$ cat config.mk
export PLATFORM = sky130hd
export DESIGN_NAME = parser_ingress_arb
export DESIGN_NICKNAME = d
export VERILOG_FILES = /design/src/rtl/parser_ingress_arb.sv
export SDC_FILE = /design/constraint.sdc
export NUM_CORES = 1
export LEC_CHECK = 0
export BUFFER_PORTS_ARGS = -buffer_cell sky130_fd_sc_hd__buf_2
export CAP_MARGIN = 30
export CELL_PAD_IN_SITES_DETAIL_PLACEMENT = 1
export CELL_PAD_IN_SITES_GLOBAL_PLACEMENT = 2
export CORE_ASPECT_RATIO = 0.75
export CORE_MARGIN = 2
export CORE_UTILIZATION = 25
export CTS_BUF_LIST = sky130_fd_sc_hd__clkbuf_16
export CTS_CLUSTER_SIZE = 14
export DETAILED_ROUTE_END_ITERATION = 10
export GPL_ROUTABILITY_DRIVEN = 0
export GPL_TIMING_DRIVEN = 0
export PLACE_DENSITY_LB_ADDON = 0.25
export SETUP_SLACK_MARGIN = 0.5
export SLEW_MARGIN = 20
export SYNTH_ARGS = -nofsm -noshare
export SYNTH_HDL_FRONTEND = slang
export SYNTH_SLANG_ARGS = --single-unit
$ cat constraint.sdc
create_clock -name clk -period 3.4 [get_ports clk]
set_input_delay 0.68 -clock clk [delete_from_list [all_inputs] [get_ports clk]]
set_output_delay 0.68 -clock clk [all_outputs]
set_load 0.005 [all_outputs]
$ cat src/rtl/parser_ingress_arb.sv
// Packet-atomic round-robin arbiter feeding one message parser from NUM_PORTS ingress streams.
// Grant is locked from SOP to EOP; beats pass through a single output register stage.
module parser_ingress_arb #(
    parameter int NUM_PORTS   = 4,
    parameter int DATA_WIDTH  = 64,
    parameter int EMPTY_WIDTH = 3,
    parameter int DROP_CNT_W  = 16
) (
    input  logic                             clk,
    input  logic                             reset_n,
    input  logic [NUM_PORTS-1:0]             req_valid,
    input  logic [NUM_PORTS-1:0]             req_sop,
    input  logic [NUM_PORTS-1:0]             req_eop,
    input  logic [NUM_PORTS*DATA_WIDTH-1:0]  req_data,
    input  logic [NUM_PORTS*EMPTY_WIDTH-1:0] req_empty,
    input  logic [NUM_PORTS-1:0]             req_error,
    output logic [NUM_PORTS-1:0]             req_ready,
    output logic                             out_valid,
    output logic                             out_sop,
    output logic                             out_eop,
    output logic [DATA_WIDTH-1:0]            out_data,
    output logic [EMPTY_WIDTH-1:0]           out_empty,
    output logic                             out_error,
    input  logic                             out_ready,
    output logic [NUM_PORTS-1:0]             grant,
    output logic [DROP_CNT_W-1:0]            drop_cnt
);

    localparam int IDX_W = $clog2(NUM_PORTS);
    localparam logic IDLE = 1'b0;
    localparam logic PKT  = 1'b1;

    logic                   state_reg, state_next;
    logic [IDX_W-1:0]       rr_reg, rr_next;
    logic [IDX_W-1:0]       owner_reg, owner_next;
    logic [NUM_PORTS-1:0]   grant_reg, grant_next;
    logic [DROP_CNT_W-1:0]  drop_cnt_reg;
    logic                   out_valid_reg, out_sop_reg, out_eop_reg, out_error_reg;
    logic [DATA_WIDTH-1:0]  out_data_reg;
    logic [EMPTY_WIDTH-1:0] out_empty_reg;

    logic                   can_load, fire, drop_fire, win_found, drop_found;
    logic [IDX_W-1:0]       win_idx, drop_idx, sel_idx;
    logic [NUM_PORTS-1:0]   sop_cand, frame_err, ready_int;

    logic [DATA_WIDTH-1:0]  port_data  [NUM_PORTS];
    logic [EMPTY_WIDTH-1:0] port_empty [NUM_PORTS];

    genvar gi;
    generate
        for (gi = 0; gi < NUM_PORTS; gi++) begin : g_port
            assign port_data[gi]  = req_data[gi*DATA_WIDTH +: DATA_WIDTH];
            assign port_empty[gi] = req_empty[gi*EMPTY_WIDTH +: EMPTY_WIDTH];
        end
    endgenerate

    function automatic logic [IDX_W-1:0] next_port(input logic [IDX_W-1:0] p);
        return (int'(p) == NUM_PORTS - 1) ? '0 : p + 1'b1;
    endfunction

    assign can_load  = !out_valid_reg || out_ready;
    assign sop_cand  = req_valid & req_sop;
    assign frame_err = req_valid & ~req_sop;

    // Descending loops so the last hit is the nearest port from rr (winner) or lowest index (drop).
    always_comb begin
        win_found  = 1'b0;
        win_idx    = '0;
        drop_found = 1'b0;
        drop_idx   = '0;
        for (int k = NUM_PORTS - 1; k >= 0; k--) begin
            if (sop_cand[(int'(rr_reg) + k) % NUM_PORTS]) begin
                win_found = 1'b1;
                win_idx   = IDX_W'((int'(rr_reg) + k) % NUM_PORTS);
            end
            if (frame_err[k]) begin
                drop_found = 1'b1;
                drop_idx   = IDX_W'(k);
            end
        end
    end

    always_comb begin
        state_next = state_reg;
        rr_next    = rr_reg;
        owner_next = owner_reg;
        grant_next = grant_reg;
        ready_int  = '0;
        fire       = 1'b0;
        drop_fire  = 1'b0;
        sel_idx    = owner_reg;
        if (state_reg == IDLE) begin
            sel_idx = win_idx;
            if (win_found && can_load) begin
                ready_int[win_idx] = 1'b1;
                fire = 1'b1;
                if (req_eop[win_idx]) begin
                    rr_next = next_port(win_idx);
                end else begin
                    state_next          = PKT;
                    owner_next          = win_idx;
                    grant_next          = '0;
                    grant_next[win_idx] = 1'b1;
                end
            end
            // Framing errors are discarded even while the output register is blocked.
            if (drop_found) begin
                ready_int[drop_idx] = 1'b1;
                drop_fire = 1'b1;
            end
        end else begin
            if (can_load) begin
                ready_int = grant_reg;
                fire      = req_valid[owner_reg];
            end
            if (fire && req_eop[owner_reg]) begin
                state_next = IDLE;
                rr_next    = next_port(owner_reg);
                grant_next = '0;
            end
        end
    end

    always_ff @(posedge clk or negedge reset_n) begin
        if (!reset_n) begin
            state_reg     <= IDLE;
            rr_reg        <= '0;
            owner_reg     <= '0;
            grant_reg     <= '0;
            drop_cnt_reg  <= '0;
            out_valid_reg <= 1'b0;
            out_sop_reg   <= 1'b0;
            out_eop_reg   <= 1'b0;
            out_error_reg <= 1'b0;
            out_data_reg  <= '0;
            out_empty_reg <= '0;
        end else begin
            state_reg <= state_next;
            rr_reg    <= rr_next;
            owner_reg <= owner_next;
            grant_reg <= grant_next;
            if (drop_fire && drop_cnt_reg != '1)
                drop_cnt_reg <= drop_cnt_reg + 1'b1;
            if (fire) begin
                out_valid_reg <= 1'b1;
                out_sop_reg   <= req_sop[sel_idx];
                out_eop_reg   <= req_eop[sel_idx];
                out_error_reg <= req_error[sel_idx];
                out_data_reg  <= port_data[sel_idx];
                out_empty_reg <= port_empty[sel_idx];
            end else if (out_ready) begin
                out_valid_reg <= 1'b0;
            end
        end
    end

    // Hold every requester off while reset is asserted.
    assign req_ready = ready_int & {NUM_PORTS{reset_n}};
    assign out_valid = out_valid_reg;
    assign out_sop   = out_sop_reg;
    assign out_eop   = out_eop_reg;
    assign out_data  = out_data_reg;
    assign out_empty = out_empty_reg;
    assign out_error = out_error_reg;
    assign grant     = grant_reg;
    assign drop_cnt  = drop_cnt_reg;

endmodule

## Word-level counts from Yosys, hierarchy flattened

Cells that the tools add are included.

| cells by class | value |
|---|---|
| $add $sub $neg | 6 |
| order comparisons | 11 |
| equal/unequal tests | 5 |
| mux-type cells | 77 |
| bitwise operators | 11 |
| reduce and logical (&&, ||, !) cells | 16 |

Operators with widths:

| cell | count |
|---|---|
| 64-bit binary-select mux with 2-bit select | 1 |
| 64-bit 2-to-1 mux | 2 |
| 4-bit 2-to-1 mux | 9 |
| 1-bit 2-to-1 mux | 35 |
| 2-bit 2-to-1 mux | 15 |
| 1-bit binary-select mux with 2-bit select | 10 |
| 16-bit by 1-bit adder with 16-bit output, second input constant | 1 |
| 16-bit != test, second input constant | 1 |
| 2-bit by 3-bit < comparator with 1-bit output, second input constant | 5 |
| 4-bit AND | 3 |
| 3-bit by 4-bit < comparator with 1-bit output, second input constant | 3 |
| 3-bit AND reduction | 3 |
| 2-bit by 1-bit adder with 2-bit output, second input constant | 3 |
| 3-bit binary-select mux with 2-bit select | 1 |
| 3-bit 2-to-1 mux | 2 |
| 2-bit nonzero test | 3 |
| 2-bit OR reduction | 3 |
| 1-bit logical AND | 5 |
| 2-bit adder, second input constant | 2 |
| 1-bit demux with 2-bit select | 2 |
| 2-bit by 1-bit == test with 1-bit output, second input constant | 2 |
| 2-bit by 1-bit greater-or-equal comparator with 1-bit output, second input constant | 2 |
| 4-bit inverter | 1 |
| 4-bit OR | 1 |
| other kinds (8) | 11 |

| word-level totals | value |
|---|---|
| register bits | 96 |
| bits of input ports | 287 |

## Depth between registers and ports, before layout

Gate-level depths: netlist of the first run.

| logic depth | value |
|---|---|
| depth in word-level cells | 20 |
| depth in mapped cells | 10 |

## Worst setup path before layout of the first run

OpenSTA, ideal clock, no wires.

| timing path | value |
|---|---|
| path type | input to output |
| start | in req_sop[3] |
| end | out req_ready[2] |
| arrival | 2076 ps |
| slack | 644 ps |
| cell stages on the path | 10 |
| buffers on the path | 2 |
| cell sequence | and2_1 -> buf_2 -> a311oi_2 -> or2_1 -> buf_4 -> inv_1 -> ha_1 -> a22oi_1 -> o21ai_0 -> and2_1 |

| on the way | value |
|---|---|
| cells in the longest elaborated chain, start to end | 18 |
| elaborated cells between the ends (all ways) | 47 |
| classes of those cells | 4 x order compare; 35 x mux; 5 x bitwise; 3 x reduce/logical |

RTL lines:

| item | line | RTL |
|---|---|---|
| start, declared | 12 | `input logic [NUM_PORTS-1:0] req_sop,` |
| 4-bit AND (*) | 62 | `assign sop_cand = req_valid & req_sop;` |
| 1-bit binary-select mux with 2-bit select | 72 | `if (sop_cand[(int'(rr_reg) + k) % NUM_PORTS]) begin` |
| 1-bit 2-to-1 mux (implied by the code) (2 in series) | 72 |  |
| 2-bit 2-to-1 mux (3 in series) | 72 |  |
| 2-bit 2-to-1 mux (*) | 72 |  |
| via win_idx[1] | 43 | `logic [IDX_W-1:0] win_idx, drop_idx, sel_idx;` |
| 2-bit by 3-bit < comparator with 1-bit output (implied by the code) or 2-bit by 1-bit greater-or-equal comparator with 1-bit output (tied branches) | 95 | `ready_int[win_idx] = 1'b1;` |
| 1-bit logical AND (implied by the code) | 95 |  |
| 1-bit 2-to-1 mux (implied by the code) | 95 |  |
| 1-bit demux with 2-bit select (*) | 95 |  |
| 4-bit 2-to-1 mux (*) | 94 | `if (win_found && can_load) begin` |
| 4-bit 2-to-1 mux (*) | 92 | `if (state_reg == IDLE) begin` |
| 4-bit OR (no source line) | - |  |
| 4-bit 2-to-1 mux (*) | 107 | `if (drop_found) begin` |
| 4-bit 2-to-1 mux (*) | 92 |  |
| 4-bit AND (*) | 158 | `assign req_ready = ready_int & {NUM_PORTS{reset_n}};` |
| end, declared | 17 | `output logic [NUM_PORTS-1:0] req_ready,` |

The timed path passes the listed nets; every way through them passes the cells marked *. The select of a mux whose other input is x is not followed.

## Final worst setup path of the first run

| timing path | value |
|---|---|
| start | in req_valid[3] |
| end | out req_ready[2] |

| on the way | value |
|---|---|
| cells in the longest elaborated chain, start to end | 18 |
| elaborated cells between the ends (all ways) | 46 |
| classes of those cells | 4 x order compare; 35 x mux; 4 x bitwise; 3 x reduce/logical |

RTL lines:

| item | line | RTL |
|---|---|---|
| start, declared | 11 | `input logic [NUM_PORTS-1:0] req_valid,` |
| 4-bit AND (*) | 62 |  |
| 1-bit binary-select mux with 2-bit select | 72 |  |
| 1-bit 2-to-1 mux (implied by the code) (2 in series) | 72 |  |
| 2-bit 2-to-1 mux (3 in series) | 72 |  |
| 2-bit 2-to-1 mux (*) | 72 |  |
| via win_idx[1] | 43 |  |
| 2-bit by 3-bit < comparator with 1-bit output (implied by the code) or 2-bit by 1-bit greater-or-equal comparator with 1-bit output (tied branches) | 95 |  |
| 1-bit logical AND (implied by the code) | 95 |  |
| 1-bit 2-to-1 mux (implied by the code) | 95 |  |
| 1-bit demux with 2-bit select (*) | 95 |  |
| 4-bit 2-to-1 mux (*) | 94 |  |
| 4-bit 2-to-1 mux (*) | 92 |  |
| 4-bit OR (no source line) | - |  |
| 4-bit 2-to-1 mux (*) | 107 |  |
| 4-bit 2-to-1 mux (*) | 92 |  |
| 4-bit AND (*) | 158 |  |

Marked as above.

==> results of run 1 <==
cells by family after synthesis:
group                    share of synthesized area (%)
flip-flops                                        37.3
buffers and inverters                             6.92
adder cells (fa/ha/maj)                           1.17
XOR/XNOR                                          2.04
multiplexers                                      1.79
AND/OR/NAND/NOR                                   15.8
AO/OA/AOI/OAI                                     35.0
report_power, final:
part | switching (mW) | total [mW] | internal, mW | leakage, nW
clock network | 0.487 | 1.05 | 0.565 | 0.138
logic | 3.32 | 5.66 | 2.33 | 3.12
registers | 0.306 | 1.99 | 1.68 | 1.11
total | 4.12 | 8.70 | 4.58 | 4.37
through the flow:
stage,util (%),cells,setup WS [ns],total power [mW],TNS (ns)
3_5_place_dp,35.0,1485,0.0610,7.58,0
3_3_place_gp,34.9,1483,-0.383,7.47,-1.47
5_1_grt,37.3,1522,0.331,9.43,0
6_report,37.4,1526,0.443,8.70,0
4_1_cts,37.1,1514,0.445,8.77,0
2_1_floorplan,-,764,0.644,5.43,0
worst min path at each step:
stage                   end  slack (ns)  cells after the start
2_1_floorplan   drop_cnt[0]        0.38                      0
3_3_place_gp    drop_cnt[5]        0.48                      1
3_5_place_dp    drop_cnt[5]        0.49                      1
4_1_cts        out_data[51]        0.28                      1
5_1_grt        out_data[51]        0.29                      1
6_report       out_data[51]        0.27                      1
cell usage in the layout (no fill, tap or decap), types with 3 or more instances in the layout:
cell type  netlist  routed
ha_4             0       3
xor2_1           4       4
o31ai_1         69      69
a31oi_1         69      69
clkinv_1         0       3
o21ai_0          7       4
o21ai_1          0       3
buf_6            7      14
clkbuf_16        0       9
dfrtp_1         96      96
nand3_1         13      13
and2_1           6       5
a2bb2oi_1       69      69
and3_1           3       3
diode_2          0       9
buf_4            6      23
a21oi_1         79      76
nor2_1           6       6
nor2b_1          6       6
buf_2           32     403
xnor2_1         11      11
nand4_1          3       3
nand2_1        167     165
mux2i_1          7       7
a2111o_1         3       3
inv_1           10       9
clkbuf_1        32      31
nor3_1           8       8
a21oi_2          1       4
nand3b_1         3       3
routing by layer:
layer  vias up  GRT usage, %  part of all wire [%]
li1       3686             -                     -
met1      3845          30.5                    43
met2       269          40.7                    48
met3        35          6.17                   7.1
met4         4          6.41                   1.7
met5         -             0                 0.072
cell type report:
| type | count | area [um2] |
|---|---|---|
| inverters | 11 | 43.8 |
| well taps | 338 | 423 |
| fillers | 3167 | 15800 |
| flip-flops and latches | 96 | 2400 |
| diodes | 9 | 22.5 |
| multi-input cells | 580 | 3690 |
| repair buffers | 399 | 2100 |
| plain buffers | 77 | 428 |
| clock inverters | 7 | 62.6 |
| clock buffers | 9 | 225 |
worst max-delay path: stages:
cell,delay (ns)
buf_6,0.11
and2_4,0.13
buf_6,0.12
a311oi_4,0.27
or2_1,0.16
buf_6,0.12
inv_4,0.04
ha_4,0.15
a22oi_2,0.13
o21ai_1,0.07
and2_1,0.16
buf_2,0.12
what timing repair did:
action                                 CTS  global route
endpoints found under the hold margin    0             0
hold buffers                             0             0
gates resized for setup                 38             6
pin swaps                                9             4
setup buffers                           13             3
setup endpoints to repair               43            15
==> qor.tcl, run 1 <==
set qor(outcome) {complete, no violations}
set qor(synth_area_um2) 6440
set qor(max_slew_margin_vs_limit_pct) 51.4
set qor(post_drt_via_cell_ratio) 5.14
set qor(clk_pin_slew_worst_paths_ns) 0.07
set qor(power_density_nw_per_um2) 925
set qor(floorplan.die.width_um) 189
set qor(cts_h_tree_depth) 3
set qor(timing.reg2reg.worst_path_depth) 12
set qor(layout-drive-gt1-share_pct) 41.5
set qor(time_the_final_worst_path_needs_with_i_o_delays_and_setup_ns) 2.96
set qor(largest_register_ffs) 64
set qor(layout.nets) 1467
set qor(grt_pass1_vias) 8361
set qor(yosys.cell_count.top_type) {nand2_1}
set qor(synth.cells.most_frequent) {nand2_1 (167), dfrtp_1 (96), a21oi_1 (79)}
set qor(post_synth_main_area_contributors) {dfrtp_1 (37%), nand2_1 (9.7%), a2bb2oi_1 (9.4%)}
set qor(regToRegStartpoint) {rr_reg[0]}
set qor(max_freq_mhz) 338
set qor(tritoncts_clock_tree) {built}
set qor(core_area_um2) 25100
set qor(antenna_found_initial) 8
set qor(floorplan.io_pins) 382
set qor(synth_top_flop_cell) {dfrtp_1}
set qor(grt_use_total_pct) 24.0
set qor(worst_skew_pair_later_pin_latency_ns) 0.35
set qor(detail_route.wl_per_cell_um) 21.9
set qor(async_flop_share_pct) 100
set qor(rsz0062_at_grt) {yes}
set qor(worstSetupEndpointType) {output port}
set qor(reg2reg_setup_slack_ns) 0.75
set qor(yosysTopAreaCellShare_pct) 37.3
set qor(grt_max_degree) 54
set qor(reg2reg_to) {out_eop}
set qor(synth-edff-count) 0
set qor(placementRows) 50
set qor(slew_violations) 0
set qor(vdd.ir_drop.worst_mv) 0.298
set qor(holdWs_ns) 0.267
set qor(num_vias) 7839
set qor(dpl_cell_area_um2) 8810
set qor(synth-seq-area-share_pct) 37.3
set qor(tritoncts_buffers) 9
set qor(critical_path_peak_fanout) 5
set qor(worst-slew-pin-transition_ns) 0.720
set qor(ctsRootBufferMaster) {clkbuf_16}
set qor(wire_length_of_the_first_global_routing_pass_um) 49900
set qor(clock_tree.buffer_depth) 2
set qor(max-cap-violations) 0
set qor(initial_core_utilization_pct) 25.6
set qor(yosys.area.top_type) {dfrtp_1}
set qor(yosysUniqueCellTypes) 58
set qor(setup.worst_path.class) {in2out}
set qor(clock_sink_count) 96
set qor(worstPathRequired_ns) 2.72
set qor(synth-seq-cells) 96
set qor(report.final.hold_viol_count) 0
set qor(hp-class) {in2async}
set qor(synth.net_count) 1057
set qor(min_period_over_period_pct) 87.0
set qor(syn2layout_area_growth_pct) 45.9
set qor(drt_iter0_drc) 249
set qor(ant_nets) 0
set qor(synth_area_per_cell_um2) 8.43
set qor(dr.pass1.iters) 5
set qor(drt_wl_total_um) 33300
set qor(fp.dieArea_um2) 27100
set qor(worst_clock_skew_ns) 0.0149
set qor(power.leakage_nw) 4.37
set qor(synthesis.instances) 764
set qor(setup_violations) 0
set qor(dieHeight_um) 143
set qor(crit_path_start_kind) {input port}
set qor(io_buffer_count) 381
set qor(place_hpwl_um) 25500
set qor(post-route-drc-count) 0
set qor(yosysWarnings) 0
set qor(grt_overflow_total) 0
set qor(worstSetupEndpoint) {req_ready[2]}
set qor(design_area_um2) 9400
set qor(timing.critical_path.from) {req_valid[3]}
set qor(critical_path_arrival_ns) 2.28
(Power assumes the default switching activity.)
==> inputs of run 2 (changes only) <==
--- a/config.mk
+++ b/config.mk
@@ -5,7 +5,7 @@
 export SDC_FILE = /design/constraint.sdc
 export NUM_CORES = 1
 export LEC_CHECK = 0
-export BUFFER_PORTS_ARGS = -buffer_cell sky130_fd_sc_hd__buf_2
+export BUFFER_PORTS_ARGS = -buffer_cell sky130_fd_sc_hd__buf_4
 export CAP_MARGIN = 30
 export CELL_PAD_IN_SITES_DETAIL_PLACEMENT = 1
 export CELL_PAD_IN_SITES_GLOBAL_PLACEMENT = 2
==> qor.tcl, run 2 (same netlist as run 1, synthesis figures left out) <==
set qor(rsz0062_at_grt) {yes}
set qor(cts_hold_buffers) 0
set qor(critical_path_peak_fanout) 4
set qor(reg2reg_to) {out_eop}
set qor(critical-path-top-delay-family) {buffers and inverters}
set qor(detail_route.wl_per_cell_um) 22.5
set qor(worstPathRequired_ns) 2.72
set qor(initial_core_utilization_pct) 25.6
set qor(layout.cells.most_common_list) {buf_4 (392), nand2_1 (165), dfrtp_1 (96), a21oi_1 (76)}
set qor(drt_wl_total_um) 33900
set qor(ctsRootBufferMaster) {clkbuf_16}
set qor(setup.worst_path.class) {in2out}
set qor(setup-tns-final_ns) 0
set qor(timing.reg2reg.worst_path_depth) 8
set qor(ant_nets) 0
set qor(tritoncts_buffers) 9
set qor(placementRows) 50
set qor(dieHeight_um) 143
set qor(tritoncts_clock_tree) {built}
set qor(critPathSlowestCell) {a311oi_4}
set qor(design_area_um2) 10300
set qor(layout_commonest_cell) {buf_4}
set qor(min_period_over_period_pct) 87.1
set qor(placement.setup.worst_slack_ns) -0.00185
set qor(grt_overflow_total) 0
set qor(drt_iter0_drc) 335
set qor(grt_use_total_pct) 24.2
set qor(post-route-drc-count) 0
set qor(syn2layout_area_growth_pct) 59.7
set qor(critical_path.cell_chain) {buf_8 -> and2_4 -> buf_6 -> a311oi_4 -> or2_1 -> buf_6 -> buf_6 -> ha_4 -> a21oi_2 -> o21ai_1 -> and2_1 -> buf_4}
set qor(io_buffer_count) 381
set qor(layout-drive-gt1-share_pct) 41.3
set qor(time_the_final_worst_path_needs_with_i_o_delays_and_setup_ns) 2.96
set qor(total_power_mw) 9.03
set qor(timing.critical_path.buf_inv) 5
set qor(power_density_nw_per_um2) 878
set qor(layout.filler_cells) 3064
set qor(slew_violations) 0
set qor(post_drt_via_cell_ratio) 5.22
set qor(vdd.ir_drop.worst_mv) 0.319
set qor(max_freq_mhz) 338
set qor(floorplan.io_pins) 382
set qor(place_hpwl_um) 26000
set qor(fp.dieArea_um2) 27100
set qor(worst-slew-pin-transition_ns) 0.708
set qor(cpPeakStageDelay_ns) 0.27
set qor(hp-class) {in2async}
set qor(clock_tree.buffer_depth) 2
set qor(num_vias) 7893
set qor(power.leakage_nw) 4.67
set qor(regToRegStartpoint) {owner_reg[1]}
set qor(worst_clock_skew_ns) 0.0115
set qor(worst_skew_pair_later_pin_latency_ns) 0.35
set qor(core_area_um2) 25100
set qor(outcome) {complete, no violations}
set qor(max-cap-violations) 0
set qor(grt_pass1_vias) 8217
set qor(worstSetupEndpointType) {output port}
set qor(wire_length_of_the_first_global_routing_pass_um) 49900
set qor(dr.pass1.iters) 5
set qor(report.final.hold_viol_count) 0
set qor(antenna_found_initial) 0
set qor(setup_violations) 0
set qor(grt_max_degree) 56
set qor(critical_path_arrival_ns) 2.28
set qor(largest_register_ffs) 64
set qor(num_antenna_cells) 0
set qor(layout.nets) 1462
set qor(clk_pin_slew_worst_paths_ns) 0.07
set qor(crit_path_start_kind) {input port}
set qor(clock_sink_count) 96
set qor(holdWs_ns) 0.250
set qor(cts_h_tree_depth) 3
set qor(reg2reg_setup_slack_ns) 0.66
set qor(floorplan.die.width_um) 189
set qor(max_slew_margin_vs_limit_pct) 52.7
set qor(dpl_cell_area_um2) 9760
set qor(setup_slack_ns) 0.439
set qor(cp_common_cell) {buf_6}
[run 2: changes by cell type in the layout (fill, tap and decap cells not counted), sizes merged]
cell and delta:
clkinv -2, clkbuf -2, diode -9, inv +1, buf -3
[run 2: power breakdown]
part	switching, mW	internal [mW]
Combinational	3.34	2.64
Sequential	0.328	1.68
Clock	0.479	0.558
Total	4.15	4.88
[run 2: worst max-delay path by stage]
stage / from / endpoint / cells past startpoint
floorplan: req_sop[3] / req_ready[2] / 10
global placement: out_ready / out_data[43] / 10
detailed placement: out_ready / out_data[52] / 10
CTS: req_valid[3] / req_ready[2] / 12
global route: rr_reg[0] / req_ready[1] / 11
finish: req_valid[3] / req_ready[0] / 12
[run 2: routing by layer]
layer	share of wire, %	track usage [%]	wire, um
met1	43	31.2	14600
met2	48	40.5	16400
met3	6.6	6.19	2250
met4	2.1	6.32	699
met5	0	0	0
[run 2: what timing repair did]
| action | in CTS | in global routing |
|---|---|---|
| pin swaps | 7 | 1 |
| endpoints found under the setup margin | 14 | 25 |
| endpoints found under the hold margin | 0 | 0 |
| resized for setup | 31 | 10 |
| setup buffers | 10 | 1 |
[run 2: worst register-to-register path, stage by stage, from the launching register on]
cell and delay [ns]:
dfrtp_1 0.36, buf_4 0.19, mux4_2 0.52, nand3_2 0.29, and2_1 0.25, buf_2 0.34
buf_2 0.37, nor3_1 0.15, a211oi_1 0.18
[run 2: stage by stage]
stage	util, %	instances
after floorplan	-	764
after global routing	40.9	1511
after global placement	38.7	1483
final	40.9	1511
after CTS	40.7	1510
after detailed placement	38.8	1485
[run 2: final cells by class]
cell class	count	area, um2	area share, %
plain buffers	77	424	4.12
well taps	338	423	4.11
flip-flops and latches	96	2400	23.4
clock buffers	9	225	2.19
inverters	11	46.3	0.450
clock inverters	6	52.6	0.511
repair buffers	394	3000	29.1
multi-input cells	580	3720	36.1
